**src/rtl/c3lib_rst_seq_gen.sv**
```systemverilog
// Reset sequencer: asserts NUM_OUTS domain resets asynchronously, releases them in order.
// Latency: out[k] releases (k+1)*STEP_CYCLES clk after the sync chain qualifies rst_n.
// Backpressure: none; sw_rst_req/sw_rst_ack level handshake holds resets asserted.
// Optional macro RST_SEQ_SCAN_BYPASS_EN adds scan_mode/scan_rst_n output override.
module c3lib_rst_seq_gen #(
   parameter int SYNC_STAGES = 3,
   parameter int NUM_OUTS    = 4,
   parameter int STEP_CYCLES = 8
) (
   input  logic                clk,
   input  logic                rst_n,
   input  logic                sw_rst_req,
`ifdef RST_SEQ_SCAN_BYPASS_EN
   input  logic                scan_mode,
   input  logic                scan_rst_n,
`endif
   output logic [NUM_OUTS-1:0] rst_out_n,
   output logic                rst_done,
   output logic                sw_rst_ack
);

   // The FSM state register acts as the last synchronizer stage: it leaves
   // HOLD on the same edge the full SYNC_STAGES-deep chain would report ok.
   localparam int CHAIN = SYNC_STAGES - 1;
   localparam int CW    = $clog2(STEP_CYCLES + 1);
   localparam int IW    = (NUM_OUTS > 1) ? $clog2(NUM_OUTS) : 1;

   typedef enum logic [1:0] {
      ST_HOLD    = 2'd0,
      ST_RELEASE = 2'd1,
      ST_DONE    = 2'd2,
      ST_SW_HOLD = 2'd3
   } state_t;

   logic [CHAIN-1:0]    sync_q;
   logic                sync_ok;
   state_t              state_q, state_nxt;
   logic [CW-1:0]       cnt_q, cnt_nxt;
   logic [IW-1:0]       idx_q, idx_nxt;
   logic [NUM_OUTS-1:0] out_q, out_nxt;
   logic                done_q, done_nxt;
   logic                ack_q, ack_nxt;

   assign sync_ok = sync_q[CHAIN-1];

   // Shift constant 1 through the release synchronizer; cleared asynchronously.
   always_ff @(posedge clk or negedge rst_n) begin
      if (!rst_n) begin
         sync_q <= '0;
      end else begin
         sync_q[0] <= 1'b1;
         for (int i = 1; i < CHAIN; i++) begin
            sync_q[i] <= sync_q[i-1];
         end
      end
   end

   // State, counter, index and registered outputs.
   always_ff @(posedge clk or negedge rst_n) begin
      if (!rst_n) begin
         state_q <= ST_HOLD;
         cnt_q   <= '0;
         idx_q   <= '0;
         out_q   <= '0;
         done_q  <= 1'b0;
         ack_q   <= 1'b0;
      end else begin
         state_q <= state_nxt;
         cnt_q   <= cnt_nxt;
         idx_q   <= idx_nxt;
         out_q   <= out_nxt;
         done_q  <= done_nxt;
         ack_q   <= ack_nxt;
      end
   end

   // Next-state and next-output logic for the release sequence and sw handshake.
   always_comb begin
      state_nxt = state_q;
      cnt_nxt   = cnt_q;
      idx_nxt   = idx_q;
      out_nxt   = out_q;
      done_nxt  = done_q;
      ack_nxt   = ack_q;
      case (state_q)
         ST_HOLD: begin
            out_nxt  = '0;
            done_nxt = 1'b0;
            if (sync_ok) begin
               cnt_nxt = '0;
               idx_nxt = '0;
               if (sw_rst_req) begin
                  state_nxt = ST_SW_HOLD;
                  ack_nxt   = 1'b1;
               end else begin
                  state_nxt = ST_RELEASE;
               end
            end
         end
         ST_RELEASE: begin
            if (sw_rst_req) begin
               // Abort: re-assert everything already released.
               state_nxt = ST_SW_HOLD;
               out_nxt   = '0;
               done_nxt  = 1'b0;
               cnt_nxt   = '0;
               idx_nxt   = '0;
               ack_nxt   = 1'b1;
            end else if (cnt_q == CW'(STEP_CYCLES - 1)) begin
               // This edge brings the count to STEP_CYCLES: release one bit.
               out_nxt = out_q | (NUM_OUTS'(1) << idx_q);
               cnt_nxt = '0;
               if (idx_q == IW'(NUM_OUTS - 1)) begin
                  idx_nxt   = '0;
                  done_nxt  = 1'b1;
                  state_nxt = ST_DONE;
               end else begin
                  idx_nxt = idx_q + IW'(1);
               end
            end else begin
               cnt_nxt = cnt_q + CW'(1);
            end
         end
         ST_DONE: begin
            if (sw_rst_req) begin
               state_nxt = ST_SW_HOLD;
               out_nxt   = '0;
               done_nxt  = 1'b0;
               cnt_nxt   = '0;
               idx_nxt   = '0;
               ack_nxt   = 1'b1;
            end
         end
         ST_SW_HOLD: begin
            out_nxt  = '0;
            done_nxt = 1'b0;
            if (!sw_rst_req) begin
               state_nxt = ST_RELEASE;
               ack_nxt   = 1'b0;
               cnt_nxt   = '0;
               idx_nxt   = '0;
            end
         end
         default: begin
            state_nxt = ST_HOLD;
            out_nxt   = '0;
            done_nxt  = 1'b0;
            ack_nxt   = 1'b0;
            cnt_nxt   = '0;
            idx_nxt   = '0;
         end
      endcase
   end

   assign sw_rst_ack = ack_q;

`ifdef RST_SEQ_SCAN_BYPASS_EN
   // Scan override is purely combinational so test controls reset directly.
   assign rst_out_n = scan_mode ? {NUM_OUTS{scan_rst_n}} : out_q;
   assign rst_done  = scan_mode ? scan_rst_n : done_q;
`else
   assign rst_out_n = out_q;
   assign rst_done  = done_q;
`endif

endmodule

```
**config.mk**
```make
export PLATFORM = sky130hd
export DESIGN_NAME = c3lib_rst_seq_gen
export DESIGN_NICKNAME = d
export VERILOG_FILES = /design/src/rtl/c3lib_rst_seq_gen.sv
export SDC_FILE = /design/constraint.sdc
export NUM_CORES = 1
export LEC_CHECK = 0
export CAP_MARGIN = 20
export CORE_MARGIN = 4
export CORE_UTILIZATION = 40
export CTS_CLUSTER_SIZE = 12
export DETAILED_ROUTE_END_ITERATION = 8
export PLACE_DENSITY = 0.68
export SYNTH_ARGS = -nofsm -noshare
export SYNTH_HDL_FRONTEND = slang
export SYNTH_SLANG_ARGS = --single-unit
```
**constraint.sdc**
```tcl
create_clock -name clk -period 2.15 [get_ports clk]
set_input_delay 0.43 -clock clk [delete_from_list [all_inputs] [get_ports clk]]
set_output_delay 0.43 -clock clk [all_outputs]
set_load 0.03 [all_outputs]
```
# --- Yosys cells after proc, flatten, opt, wreduce, memory -nomap -nowiden ---
# Index checks and enable logic that the tools add are counted.
totals:
  reg_bits: 16
  latchBits: 0
  ram_bits: 0
  rom_bits: 0
  inputBits: 3
  output_inout_bits: 6
  elab_cells: 63
  mem_count: 0
classes:
  n_addsub: 2
  multipliers: 0
  n_div: 0
  magnitude_cmp: 0
  eq_ne: 10
  shift: 1
  muxes: 33
  bitwise_logic: 1
  n_reduce_logical: 9
op_table:
  columns: ["op", "n"]
  rows:
  - ["$mux 4", 7]
  - ["$mux 2", 13]
  - ["$pmux 2 s4", 2]
  - ["$pmux 4 s4", 1]
  - ["$pmux 4 s3", 1]
  - ["$mux 1", 7]
  - ["$eq 2x2->1 const B", 3]
  - ["$ne 2x2->1 const B", 3]
  - ["$ne 3x3->1 const B", 2]
  - ["$pmux 1 s3", 2]
  - ["$reduce_and 3->1", 2]
  - ["$reduce_and 5->1", 1]
  - ["$add 4x1->4 const B", 1]
  - ["$eq 4x3->1 const B", 1]
  - ["$or 4x4->4", 1]
  - ["$reduce_and 2->1", 2]
  - ["$reduce_and 4->1", 1]
  - ["$reduce_or 2->1", 2]
  - ["$shl 1x2->4 const A", 1]
  - ["$add 2x1->2 const B", 1]
  - ["$eq 2x1->1 const B", 1]
  - ["$logic_not 2->1", 1]

# --- Depth between registers and ports, before layout ---
depth:
  ltp_word: 5
  depth_mapped: 6
  depth_no_buf: 5

# --- Worst setup path after synthesis ---
# OpenSTA, ideal clock, no wires.
synth_path:
  kind: "register -> register"
  from: "register state_q[0]"
  to: "register idx_q[0]"
  setup_ns: 0.121
  arrival_time_ns: 1.345
  required_ns: 2.029
  path_slack_ns: 0.684
  stages_incl_launch_ff: 6
  path_buffers: 0
  period_less_slack_ns: 1.466
  cell_sequence: "dfrtp_1 inv_1 ha_1 and4bb_1 and3_1 a22o_1"
synth_between:
  elab_chain_cells: 3
  elab_cells_between_ends: 10
  cone_classes: "eq/ne (7); mux (1); reduce/logical (2)"
synth_lines:
  columns: ["element", "line_no", "source"]
  rows:
  - ["from (decl)", "37", "state_t state_q, state_nxt;"]
  - ["from (signal assigned)", "68", "state_q <= state_nxt;"]
  - ["$eq 2x1->1, or another cell as far along", "85", "case (state_q)"]
  - ["$ne 3x3->1 (no line) or $ne 2x2->1 (tied branches)", null, null]
  - ["$reduce_and 4->1 (no line)", null, null]
  - ["to (signal assigned)", "70", "idx_q <= idx_nxt;"]
  - ["to (decl)", "39", "logic [IW-1:0] idx_q, idx_nxt;"]
# Several ways; a longest one is shown, not always the timed one.
# A chain may end at the register's enable or synchronous reset.

# --- Final worst setup path ---
layout_path:
  from: "register ack_q, in the netlist sw_rst_ack"
  to: "output sw_rst_ack"
layout_lines:
  columns: ["element", "line_no", "source"]
  rows:
  - ["from (decl)", "42", "logic ack_q, ack_nxt;"]
  - ["from (signal assigned)", "73", "ack_q <= ack_nxt;"]
  - ["to (decl)", "19", "output logic sw_rst_ack"]
# No word-level cell between the ends.

==> impl_results.md <==
- Status: finished, final reports clean
- Fin area: 1020 um2
- Slowest-stage cell, CP: clkdlybuf4s50_1
- WHS: approximately 0.36 ns
- Yosys cell types: 32
- DP HPWL: roughly 1200 um
- RSZ-0062 raised after global routing: false
- Switching share of power: 38.5%
- Sw power: 0.000370 W
- I/O pin count: 9
- CTS Root Cell: clkbuf_4
- Total negative slack: 0 ns
- Period utilization: between 80 and 90%
- CP cell instances: clkdlybuf4s50_1
- Dpl cell area: between 900 and 1000 um2
- CP Buf/Inv Count: 1
- CTS clk-pin slew, worst paths: 0.09 ns
- Critical path arrival: 1.34 ns
- Final setup vio count: 0
- DIE HEIGHT: about 55 um
- CP required: around 1.7 ns
- Critical path's top delay family: buffers and inverters
- Crit start category: register
- Postcts setup bufs: 0
- WL per Instance: 14.2 um
- N_diodes: 0
- Vias in the first global route: around 630
- Largest net degree at the start of global routing: 17
- Worst flop-to-flop path endpoint: idx_q[1]
- Initial antenna violation count: 0
- Top post-synthesis cells by area: dfrtp_1 (46%), ha_1 (14%), mux2i_1 (3.4%)
- Seq/Total Area, Yosys: approximately 46%
- FMAX: ~570 MHz
- DIE AREA: around 3000 um2
- Post-layout net count: roughly 110
- Pleak: roughly 0.47 nW
- Yosys top cell area share: a little under half
- Drt pass-1 iters: 4
- Cell accounting for the most synthesized area: dfrtp_1
- Worst hold path endpoint: sync_q[1]
- H-Tree Level Count: 1
- MaxCap Viol Count: 0
- Part of the power in combinational logic: a little over two fifths
- Reg2Reg Depth: 5
- VDD IR max: approximately 0.00053 V
- Initial Util: approximately 44%
- Hold depth: 0
- Total routed wirelength: about 1700 um
- Longest Clk Path Bufs: 2
- Via count: 637
- CP Class: register to output pin
- GP Congestion: around 0.73
- Post-Syn Instances: 80
- Critical R2R Launch: state_q[0]
- Hold Vio Cnt, Final: 0
- Mapped Nets: 93
- Yosys synthesis warning count: 0
- CTS sink cnt: 16
- Pre-CTS WS: 0.115 ns
- Area of the mapped netlist: a little under 900 um2
- Post-CTS Hold Fix Bufs: 0
- DRC viols: 0
- Worst-Skew Late Latency: 0.28 ns
- Input/output buffers: 8
- Critical path depth: 1
- Register bit total from synthesis: 16
- Clock Power Share: around 16%
- CP peak stage delay: around 0.7 ns
- CTS tree: built
- Via/cell ratio: ~5.4
- Average size of a mapped cell: around 11 um2
- Slew Viols, Final: 0
- Worst hold-check path type: register to register
- Worst Path Max Fanout: 3
- Post-layout util: slightly above 50%
- Pwr Density: between 900 and 1000 nW/um2
- Min cycle time layout: around 1.8 ns
- Worst Clk Skew: 0.00625 ns
- HP Start: sync_q[0]
- Total CTS buffers: 3
- Placement Rows: 16
- Core box area: ~2000 um2
- Die Wd: 54.9 um
- FF-to-FF setup slack: roughly 0.45 ns
- Crit path capture type: output pin
- 1st-iter DRT viols: 14
- Sequential Power Share: 40.3%
- All-Layer GR Usage: 14.0%
- PnR worst setup slack: between 0.3 and 0.4 ns
- Congestion Overflow GR: 0
- Layout cells sized above 1: 6.59%
- Int Pwr: 0.000590 W
- Layout Area Growth over Synthesis: 15.9%
- First-pass GRT wire length: 2900 um
- Post-cts sizing count: 0
- ANT nets after route: 0
[how the worst max path moves through the flow]
stage / start / to / slack (ns)
after floorplan: state_q[0] / idx_q[0] / 0.68
after global routing: sw_rst_ack / sw_rst_ack / 0.32
after CTS: sw_rst_ack / sw_rst_ack / 0.37
final: sw_rst_ack / sw_rst_ack / 0.38
after detailed placement: sw_rst_req / idx_q[1] / 0.11
after global placement: sw_rst_req / idx_q[0] / 0.18
[final cells by class]
| cell class | count | area, um2 |
|---|---|---|
| clock buffer | 3 | 22.5 |
| tap | 27 | 33.8 |
| inverter | 5 | 18.8 |
| timing repair buffer | 9 | 87.6 |
| multi-input combinational | 58 | 457 |
| sequential | 16 | 400 |
| fill | 179 | 1000 |
[cell usage after synthesis, drive strengths merged]
library cell / instances
nor2: 6
and3: 2
nand3b: 1
dfrtp: 16
a32o: 1
o2111ai: 1
a22o: 3
inv: 5
mux2i: 4
nand2: 1
and4b: 1
o21bai: 2
nand2b: 3
a22oi: 1
and2b: 1
nand4: 2
o21a: 1
and2: 1
ha: 10
nor4: 1
clkbuf: 1
nor2b: 1
and4bb: 1
o211ai: 3
o21ai: 2
a21oi: 5
nor3: 1
and3b: 1
conb: 1
nor4b: 1
[metrics by stage]
step | instances | power, W
2_1_floorplan | 80 | 0.000701
3_3_place_gp | 115 | 0.000795
3_5_place_dp | 115 | 0.000804
4_1_cts | 118 | 0.000963
5_1_grt | 118 | 0.00104
6_report | 118 | 0.000960
[power groups by stage]
stage	sequential (W)	clock (W)	combinational (W)
after floorplan	0.000398	0	0.000303
after global placement	0.000390	0	0.000405
after detailed placement	0.000392	0	0.000412
after CTS	0.000386	0.000162	0.000414
after global routing	0.000394	0.000174	0.000469
final	0.000387	0.000155	0.000418
[logic make-up (layout without fill, tap and decap cells)]
family | after synthesis | after routing | share of synthesized area [%]
buffers and inverters | 6 | 17 | 2.56
flip-flops | 16 | 16 | 45.5
other | 1 | 1 | 0.426
adder cells (fa/ha/maj) | 10 | 10 | 14.2
AO/OA/AOI/OAI | 19 | 19 | 15.1
multiplexers | 4 | 4 | 4.98
AND/OR/NAND/NOR | 24 | 24 | 17.2
[sequential cells by signal, summed over array words and instances (netlist names)]
name / count
state_q: 2
sync_q: 2
rst_done: 1
idx_q: 2
cnt_q: 4
rst_out_n: 4
sw_rst_ack: 1
[cells in the final DEF, fill, tap and decap left out]
cell             Yosys  final
dfrtp_1             16     16
ha_1                10     10
clkdlybuf4s50_1      0      8
nor2_1               6      6
inv_1                5      5
a21oi_1              5      5
nand2b_1             3      3
mux2i_1              3      3
o211ai_1             3      3
a22o_1               3      3
clkbuf_4             0      3
nand4_1              2      2
and3_1               2      2
o21bai_1             2      2
mux2i_2              1      1
and2b_1              1      1
nand3b_1             1      1
and2_4               1      1
and4b_1              1      1
nor3_1               1      1
a32o_1               1      1
and3b_1              1      1
and4bb_1             1      1
o21ai_0              1      1
nor2b_1              1      1
nor4_1               1      1
a22oi_1              1      1
nand2_1              1      1
nor4b_1              1      1
o2111ai_1            1      1
o21a_1               1      1
o21ai_1              1      1
buf_4                0      1
conb_1               1      1
[metal layers]
metal | track usage (%) | share of wire, %
met5 | 0 | 0
met4 | 7.29 | 1.1
met3 | 3.22 | 2.6
met2 | 21.5 | 47
met1 | 18.2 | 49
No activity file was read; power rests on OpenSTA's default activity.
